[src/rtl/regfile_pkg.sv]
// Shared widths and the write-request record used by the register-file write front end.
package regfile_pkg;
    localparam int REG_ADDR_W = 5;
    localparam int DATA_W     = 32;
    localparam int NUM_REGS   = 32;

    typedef struct packed {
        logic [REG_ADDR_W-1:0] addr;
        logic [DATA_W-1:0]     data;
    } wb_req_t;
endpackage

[src/rtl/regfile_wb_arbiter_if.sv]
// Bundle between ID/WB/multi-cycle unit and the register-file write front end.
interface regfile_wb_arbiter_if;
    import regfile_pkg::*;

    logic                  pipe_we;
    logic [REG_ADDR_W-1:0] pipe_addr;
    logic [DATA_W-1:0]     pipe_data;
    logic                  iss_valid;
    logic [REG_ADDR_W-1:0] iss_addr;
    logic                  lu_valid;
    logic [REG_ADDR_W-1:0] lu_addr;
    logic [DATA_W-1:0]     lu_data;
    logic                  lu_ready;
    logic [REG_ADDR_W-1:0] rs_addr;
    logic [REG_ADDR_W-1:0] rt_addr;
    logic [REG_ADDR_W-1:0] dst_addr;
    logic                  stall;
    logic [NUM_REGS-1:0]   pending;
    logic                  rf_we;
    logic [REG_ADDR_W-1:0] rf_addr;
    logic [DATA_W-1:0]     rf_data;

    modport slave (
        input  pipe_we, pipe_addr, pipe_data, iss_valid, iss_addr,
        input  lu_valid, lu_addr, lu_data, rs_addr, rt_addr, dst_addr,
        output lu_ready, stall, pending, rf_we, rf_addr, rf_data
    );

    modport master (
        output pipe_we, pipe_addr, pipe_data, iss_valid, iss_addr,
        output lu_valid, lu_addr, lu_data, rs_addr, rt_addr, dst_addr,
        input  lu_ready, stall, pending, rf_we, rf_addr, rf_data
    );
endinterface

[src/rtl/wb_fifo.sv]
// Synchronous FIFO of write requests; head visible combinationally.
// Latency: a push is visible at the head the cycle after it is written.
// Backpressure: full/empty flags; push while full is ignored unless a pop happens the same cycle.
module wb_fifo
    import regfile_pkg::*;
#(
    parameter int DEPTH = 4
) (
    input  logic    clk,
    input  logic    reset,
    input  logic    push,
    input  wb_req_t push_dat,
    input  logic    pop,
    output wb_req_t head,
    output logic    full,
    output logic    empty
);
    localparam int PW = $clog2(DEPTH);

    logic [PW:0] r_wr_ptr;
    logic [PW:0] r_rd_ptr;
    wb_req_t     r_mem [DEPTH];
    logic        w_push_ok;
    logic        w_pop_ok;

    // Pointers carry a wrap bit so equal indices distinguish full from empty.
    assign empty     = (r_wr_ptr == r_rd_ptr);
    assign full      = (r_wr_ptr[PW] != r_rd_ptr[PW]) && (r_wr_ptr[PW-1:0] == r_rd_ptr[PW-1:0]);
    assign w_pop_ok  = pop && !empty;
    assign w_push_ok = push && (!full || w_pop_ok);
    assign head      = r_mem[r_rd_ptr[PW-1:0]];

    always_ff @(posedge clk) begin
        if (reset) begin
            r_wr_ptr <= '0;
            r_rd_ptr <= '0;
        end else begin
            if (w_push_ok) r_wr_ptr <= r_wr_ptr + 1'b1;
            if (w_pop_ok)  r_rd_ptr <= r_rd_ptr + 1'b1;
        end
    end

    always_ff @(posedge clk) begin
        if (w_push_ok) r_mem[r_wr_ptr[PW-1:0]] <= push_dat;
    end
endmodule

[src/rtl/regfile_wb_arbiter.sv]
// Merges WB-stage writes and buffered mul/div results onto the single RF write port; keeps the pending scoreboard.
// Latency: pipe writes 0 cycles, results >=1 cycle via FIFO (0 when WB_LU_BYPASS_EN and path idle).
// Backpressure: pipe never stalled; lu_ready drops while the FIFO is full; stall from the scoreboard.
module regfile_wb_arbiter
    import regfile_pkg::*;
#(
    parameter int FIFO_DEPTH = 4
) (
    input  logic                 clk,
    input  logic                 reset,
    regfile_wb_arbiter_if.slave  bus
);
    logic                  w_pipe_act;
    logic                  w_lu_acc;
    logic                  w_bypass;
    logic                  w_push;
    logic                  w_pop;
    logic                  w_full;
    logic                  w_empty;
    wb_req_t               w_head;
    wb_req_t               w_lu_req;
    logic                  w_retire;
    logic [REG_ADDR_W-1:0] w_retire_addr;
    logic [NUM_REGS-1:0]   w_set;
    logic [NUM_REGS-1:0]   w_clr;
    logic                  w_rf_we;
    logic [REG_ADDR_W-1:0] w_rf_addr;
    logic [DATA_W-1:0]     w_rf_data;
    logic [NUM_REGS-1:0]   r_pending;

    assign w_lu_req = '{addr: bus.lu_addr, data: bus.lu_data};

    wb_fifo #(.DEPTH(FIFO_DEPTH)) u_fifo (
        .clk      (clk),
        .reset    (reset),
        .push     (w_push),
        .push_dat (w_lu_req),
        .pop      (w_pop),
        .head     (w_head),
        .full     (w_full),
        .empty    (w_empty)
    );

    always_comb begin
        w_pipe_act    = bus.pipe_we && (bus.pipe_addr != '0);
        w_lu_acc      = bus.lu_valid && !reset && !w_full;
`ifdef WB_LU_BYPASS_EN
        w_bypass      = w_lu_acc && !w_pipe_act && w_empty && (bus.lu_addr != '0);
`else
        w_bypass      = 1'b0;
`endif
        // r0 results are acknowledged but never buffered.
        w_push        = w_lu_acc && (bus.lu_addr != '0) && !w_bypass;
        w_pop         = !reset && !w_pipe_act && !w_empty;
        w_rf_we       = 1'b0;
        w_rf_addr     = '0;
        w_rf_data     = '0;
        w_retire      = 1'b0;
        w_retire_addr = '0;
        if (!reset && w_pipe_act) begin
            w_rf_we   = 1'b1;
            w_rf_addr = bus.pipe_addr;
            w_rf_data = bus.pipe_data;
        end else if (w_pop) begin
            w_rf_we       = 1'b1;
            w_rf_addr     = w_head.addr;
            w_rf_data     = w_head.data;
            w_retire      = 1'b1;
            w_retire_addr = w_head.addr;
        end else if (w_bypass) begin
            w_rf_we       = 1'b1;
            w_rf_addr     = bus.lu_addr;
            w_rf_data     = bus.lu_data;
            w_retire      = 1'b1;
            w_retire_addr = bus.lu_addr;
        end
        w_set = '0;
        w_clr = '0;
        if (bus.iss_valid && (bus.iss_addr != '0)) w_set[bus.iss_addr] = 1'b1;
        if (w_retire) w_clr[w_retire_addr] = 1'b1;
    end

    // Set is OR-ed after the clear so a same-cycle issue survives the retire.
    always_ff @(posedge clk) begin
        if (reset) r_pending <= '0;
        else       r_pending <= (r_pending & ~w_clr) | w_set;
    end

    assign bus.lu_ready = !reset && !w_full;
    assign bus.pending  = reset ? '0 : r_pending;
    assign bus.stall    = !reset && (r_pending[bus.rs_addr] | r_pending[bus.rt_addr] | r_pending[bus.dst_addr]);
    assign bus.rf_we    = w_rf_we;
    assign bus.rf_addr  = w_rf_addr;
    assign bus.rf_data  = w_rf_data;

    a_no_waw_issue: assert property (@(posedge clk) disable iff (reset)
        !(bus.iss_valid && (bus.iss_addr != '0) && r_pending[bus.iss_addr]
          && !(w_retire && (w_retire_addr == bus.iss_addr))));
endmodule

[src/flat_wrapper.sv]
// flat-port wrapper written by rule: the top's interface ports become plain ports
module regfile_wb_arbiter_flat import regfile_pkg::*;
#(
    parameter int FIFO_DEPTH = 4
)
  (clk, reset, bus_pipe_we, bus_pipe_addr, bus_pipe_data, bus_iss_valid, bus_iss_addr, bus_lu_valid, bus_lu_addr, bus_lu_data, bus_rs_addr, bus_rt_addr, bus_dst_addr, bus_lu_ready, bus_stall, bus_pending, bus_rf_we, bus_rf_addr, bus_rf_data);
  regfile_wb_arbiter_if bus_i ();
  input  logic clk;
  input  logic reset;
  input wire logic [$bits(bus_i.pipe_we)-1:0] bus_pipe_we;
  input wire logic [$bits(bus_i.pipe_addr)-1:0] bus_pipe_addr;
  input wire logic [$bits(bus_i.pipe_data)-1:0] bus_pipe_data;
  input wire logic [$bits(bus_i.iss_valid)-1:0] bus_iss_valid;
  input wire logic [$bits(bus_i.iss_addr)-1:0] bus_iss_addr;
  input wire logic [$bits(bus_i.lu_valid)-1:0] bus_lu_valid;
  input wire logic [$bits(bus_i.lu_addr)-1:0] bus_lu_addr;
  input wire logic [$bits(bus_i.lu_data)-1:0] bus_lu_data;
  input wire logic [$bits(bus_i.rs_addr)-1:0] bus_rs_addr;
  input wire logic [$bits(bus_i.rt_addr)-1:0] bus_rt_addr;
  input wire logic [$bits(bus_i.dst_addr)-1:0] bus_dst_addr;
  output wire logic [$bits(bus_i.lu_ready)-1:0] bus_lu_ready;
  output wire logic [$bits(bus_i.stall)-1:0] bus_stall;
  output wire logic [$bits(bus_i.pending)-1:0] bus_pending;
  output wire logic [$bits(bus_i.rf_we)-1:0] bus_rf_we;
  output wire logic [$bits(bus_i.rf_addr)-1:0] bus_rf_addr;
  output wire logic [$bits(bus_i.rf_data)-1:0] bus_rf_data;
  assign bus_i.pipe_we = bus_pipe_we;
  assign bus_i.pipe_addr = bus_pipe_addr;
  assign bus_i.pipe_data = bus_pipe_data;
  assign bus_i.iss_valid = bus_iss_valid;
  assign bus_i.iss_addr = bus_iss_addr;
  assign bus_i.lu_valid = bus_lu_valid;
  assign bus_i.lu_addr = bus_lu_addr;
  assign bus_i.lu_data = bus_lu_data;
  assign bus_i.rs_addr = bus_rs_addr;
  assign bus_i.rt_addr = bus_rt_addr;
  assign bus_i.dst_addr = bus_dst_addr;
  assign bus_lu_ready = bus_i.lu_ready;
  assign bus_stall = bus_i.stall;
  assign bus_pending = bus_i.pending;
  assign bus_rf_we = bus_i.rf_we;
  assign bus_rf_addr = bus_i.rf_addr;
  assign bus_rf_data = bus_i.rf_data;
  regfile_wb_arbiter #(.FIFO_DEPTH(FIFO_DEPTH)) u_core (.clk(clk), .reset(reset), .bus(bus_i));
endmodule
[config.mk]
export PLATFORM = sky130hd
export DESIGN_NAME = regfile_wb_arbiter_flat
export DESIGN_NICKNAME = d
export VERILOG_FILES = /design/src/rtl/regfile_pkg.sv /design/src/rtl/regfile_wb_arbiter_if.sv /design/src/rtl/wb_fifo.sv /design/src/rtl/regfile_wb_arbiter.sv /design/src/flat_wrapper.sv
export SDC_FILE = /design/constraint.sdc
export NUM_CORES = 1
export LEC_CHECK = 0
export ABC_AREA = 1
export CORE_UTILIZATION = 37
export DETAILED_ROUTE_END_ITERATION = 16
export PLACE_DENSITY = 0.63
export SETUP_SLACK_MARGIN = 0.3
export SYNTH_ARGS = -nofsm -noshare
export SYNTH_HDL_FRONTEND = slang
export SYNTH_SLANG_ARGS = --single-unit
[constraint.sdc]
create_clock -name clk -period 5.6 [get_ports clk]
set_clock_uncertainty 0.1 [all_clocks]
set_input_delay 1.4 -clock clk [delete_from_list [all_inputs] [get_ports clk]]
set_output_delay 1.4 -clock clk [all_outputs]
set_load 0.01 [all_outputs]
==> metrics.cfg, run 1 <==
[synthesis]
ys_ff_latch = 188
yosys.cell_types.count = 28
synth_largest_area_cell = edfxtp_1
synth_warnings = 0
async_flop_share_pct = 0
synth_top_cell_area_share_pct = 48.8
synthFlopType = edfxtp_1
syn-mean-instance-area_um2 = 8.52
netlist_top_cells_count = 337 x nand2_1, 189 x nand3_1, 148 x edfxtp_1
synthesis.area_um2 = 9110
ys_seq_area_share_pct = 57.6
synth_fp_nets = 1173
yosysMostFrequentCell = nand2_1
netlist_instances = 1069
ys_top_cells_by_area = edfxtp_1 49%, nand2_1 14%, nand3_1 10%
synth-edff-count = 148

[placed_design]
gp_congestion = 0.930
pre_cts_ws_ps = 607
placedCellCount = 1532
dpl.hpwl_mm = 17.3
io_buffers = 170

[worst_setup_path]
crit_buf_inv = 4
end_kind = output port
crit_required_ps = 4100
cp_top_family = buffers and inverters
critPathMaxStageDelay_ps = 530
cp.arrival_ps = 3490
path_max_fanout = 29
slowest_stage = clkdlybuf4s50_1
cp-start-kind = primary input
worstSetupPathType = primary input to output port
crit_path_cell_trace = clkdlybuf4s50_1, nor2_1, nand4_1, nand2_1, inv_2, nor2_8, buf_12, nand3_1, nand2_1, clkdlybuf4s50_1

[clocking]
clock_sinks = 188
htree_levels = 4
cts_tree = built
clk_root_buffer_cell = clkbuf_16
hold_buffers = 0
worstSkewPairLatency_ps = 420
cts_buffer_depth = 2
cts_setup_buffers = 0
cts.reportedPaths.clkPinSlew_ps = 70
cts_resized = 0
numCtsBuffers = 17

[power_and_ir_drop]
powerDensity_nw_per_um2 = 283
p_leak_nw = 4.78
comb_power_share_pct = 16.9
clkPwrFrac_pct = 36.1
p_int_mw = 2.38
seq_power_share_pct = 47.0
p_switching_mw = 0.965
switching_share_pct = 28.8
ir_drop_v = 0.000219

[timing]
setup_tns_ps = 0
grt_setup_unrepaired = false
slew_headroom_pct = 26.7
final-max-slew-violation-count = 0
finalWorstSetupSlack_ps = 613
hold_viol = 0
max_clock_freq_mhz = 201
finalSetupViolations = 0
fin_crit_ps = 4990
hold_ws_ps = 382
worst_slew_pin_slew_ps = 1090
timing.final.crit_share_pct = 89.0

[final_layout]
area_growth_pct = 29.9
stdcell_count = 1565
multi_input_area_um2 = 3240
seq_area_um2 = 5250
nets = 1331
drive_gt1_share_pct = 6.29
fillers = 2325
postLayoutCoreUtil_pct = 48.8

[global_routing]
grt_max_degree = 69
overflow = 0
grtUsageTotal_pct = 19.7
antenna_found_initial = 1
grt_pass1_vias = 7330
grt_pass1_wl_mm = 39.1

[die]
core_um2 = 24200
fp.dieW_um = 159
die_h_um = 159
start_util_pct = 37.6
num_rows = 57
ios = 171
die-area_um2 = 25300

[detailed_routing]
wl_per_cell_um = 15.7
drcViolationCount = 0
firstDrtPassIters = 5
viasPerCell = 4.94
detail_route.wirelength_mm = 24.5
drtAntennaViolNets = 0
drtIter0Drc = 551
vias = 7738

[worst_hold_path]
hold_path_class = register to register

[job]
maxCapViolCount = 0

[outcome]
status = completed

[power by group through the flow]
stage	combinational, mW	clock, mW	sequential [mW]
after global placement	0.564	0	1.60
after detailed placement	0.571	0	1.60
after global routing	0.627	1.28	1.58
final	0.565	1.21	1.57
after floorplan	0.331	0	1.59
after CTS	0.573	1.23	1.57
[final timing paths]
path	startpoint	endpoint	slack [ps]	depth (start not counted)
setup reg to reg	register	u_core.r_pending[30]$_SDFF_PP0_	3050	11
setup / recovery	bus_pipe_addr[0]	bus_rf_data[21]	610	10
hold reg to reg	u_core.u_fifo.r_rd_ptr[2]$_SDFFE_PP0P_	u_core.u_fifo.r_rd_ptr[2]$_SDFFE_PP0P_	380	2
hold / removal	u_core.u_fifo.r_rd_ptr[2]$_SDFFE_PP0P_	u_core.u_fifo.r_rd_ptr[2]$_SDFFE_PP0P_	380	2
[final cells by class]
cell class              count  share of cell area [%]
clock inverters            15                    1.60
well taps                 324                    3.42
flip-flops and latches    188                    44.3
diodes                      1                  0.0211
clock buffers              17                    3.59
multi-input cells         717                    27.3
inverters                 115                    3.65
repair buffers            188                    16.0
[worst register-to-register path, stage by stage, from the launching register on]
cell     delay [ps]
dfxtp_4         470
inv_2           480
buf_4           350
nand2_1          90
nand3_1          90
nand2_1          80
inv_1            90
nand2_2         100
nor2_1          200
nand2_1         170
o21ai_1         160
nand2_1          70
[stage by stage]
stage                     power [mW]  instance area [um^2]
after floorplan                 1.92                  9110
after CTS                       3.37                 11800
after detailed placement        2.18                 11200
after global routing            3.49                 11800
after global placement          2.17                 11200
final                           3.35                 11800
[routing by layer]
metal	track usage (%)	vias up	share of wire (%)
met4	6.12	0	1.9
met5	0	-	0
li1	-	3866	-
met2	33.1	248	49
met3	3.40	37	5.8
met1	26.0	3587	44
[logic make-up after synthesis]
group / synth area share, %
AND/OR/NAND/NOR: 28.1
flip-flops: 57.6
buffers and inverters: 7.24
AO/OA/AOI/OAI: 6.06
adder cells (fa/ha/maj): 0.687
XOR/XNOR: 0.385
[state kept, by name (all words and copies together), names as in the netlist, named ones only]
signal and count:
u_core.u_fifo.r_mem 148, u_core.r_pending 32, u_core.u_fifo.r_rd_ptr 3, u_core.u_fifo.r_wr_ptr 3
[cell usage in the layout (no fill, tap or decap), types with 3 or more instances in the layout]
cell and instances:
nor2_4 4, buf_12 5, buf_4 13, clkdlybuf4s50_1 170
nand2_1 337, o21ai_1 24, inv_6 6, clkbuf_16 17
nand3_1 189, clkinv_8 6, nor2_1 50, dfxtp_1 39
o21ai_0 44, nor2_2 5, inv_2 8, xnor2_1 3
inv_1 105, ha_1 5, nand2_2 4, nor3_1 4
a21oi_1 39, edfxtp_1 148
Power figures use the tool's default switching activity.
==> run 2, diff against run 1 <==
Settings changed: CTS_CLUSTER_SIZE set to 12, SLEW_MARGIN set to 20.
==> results of run 2 <==
Final layout, timing and power as in run 1 (identical DEF).
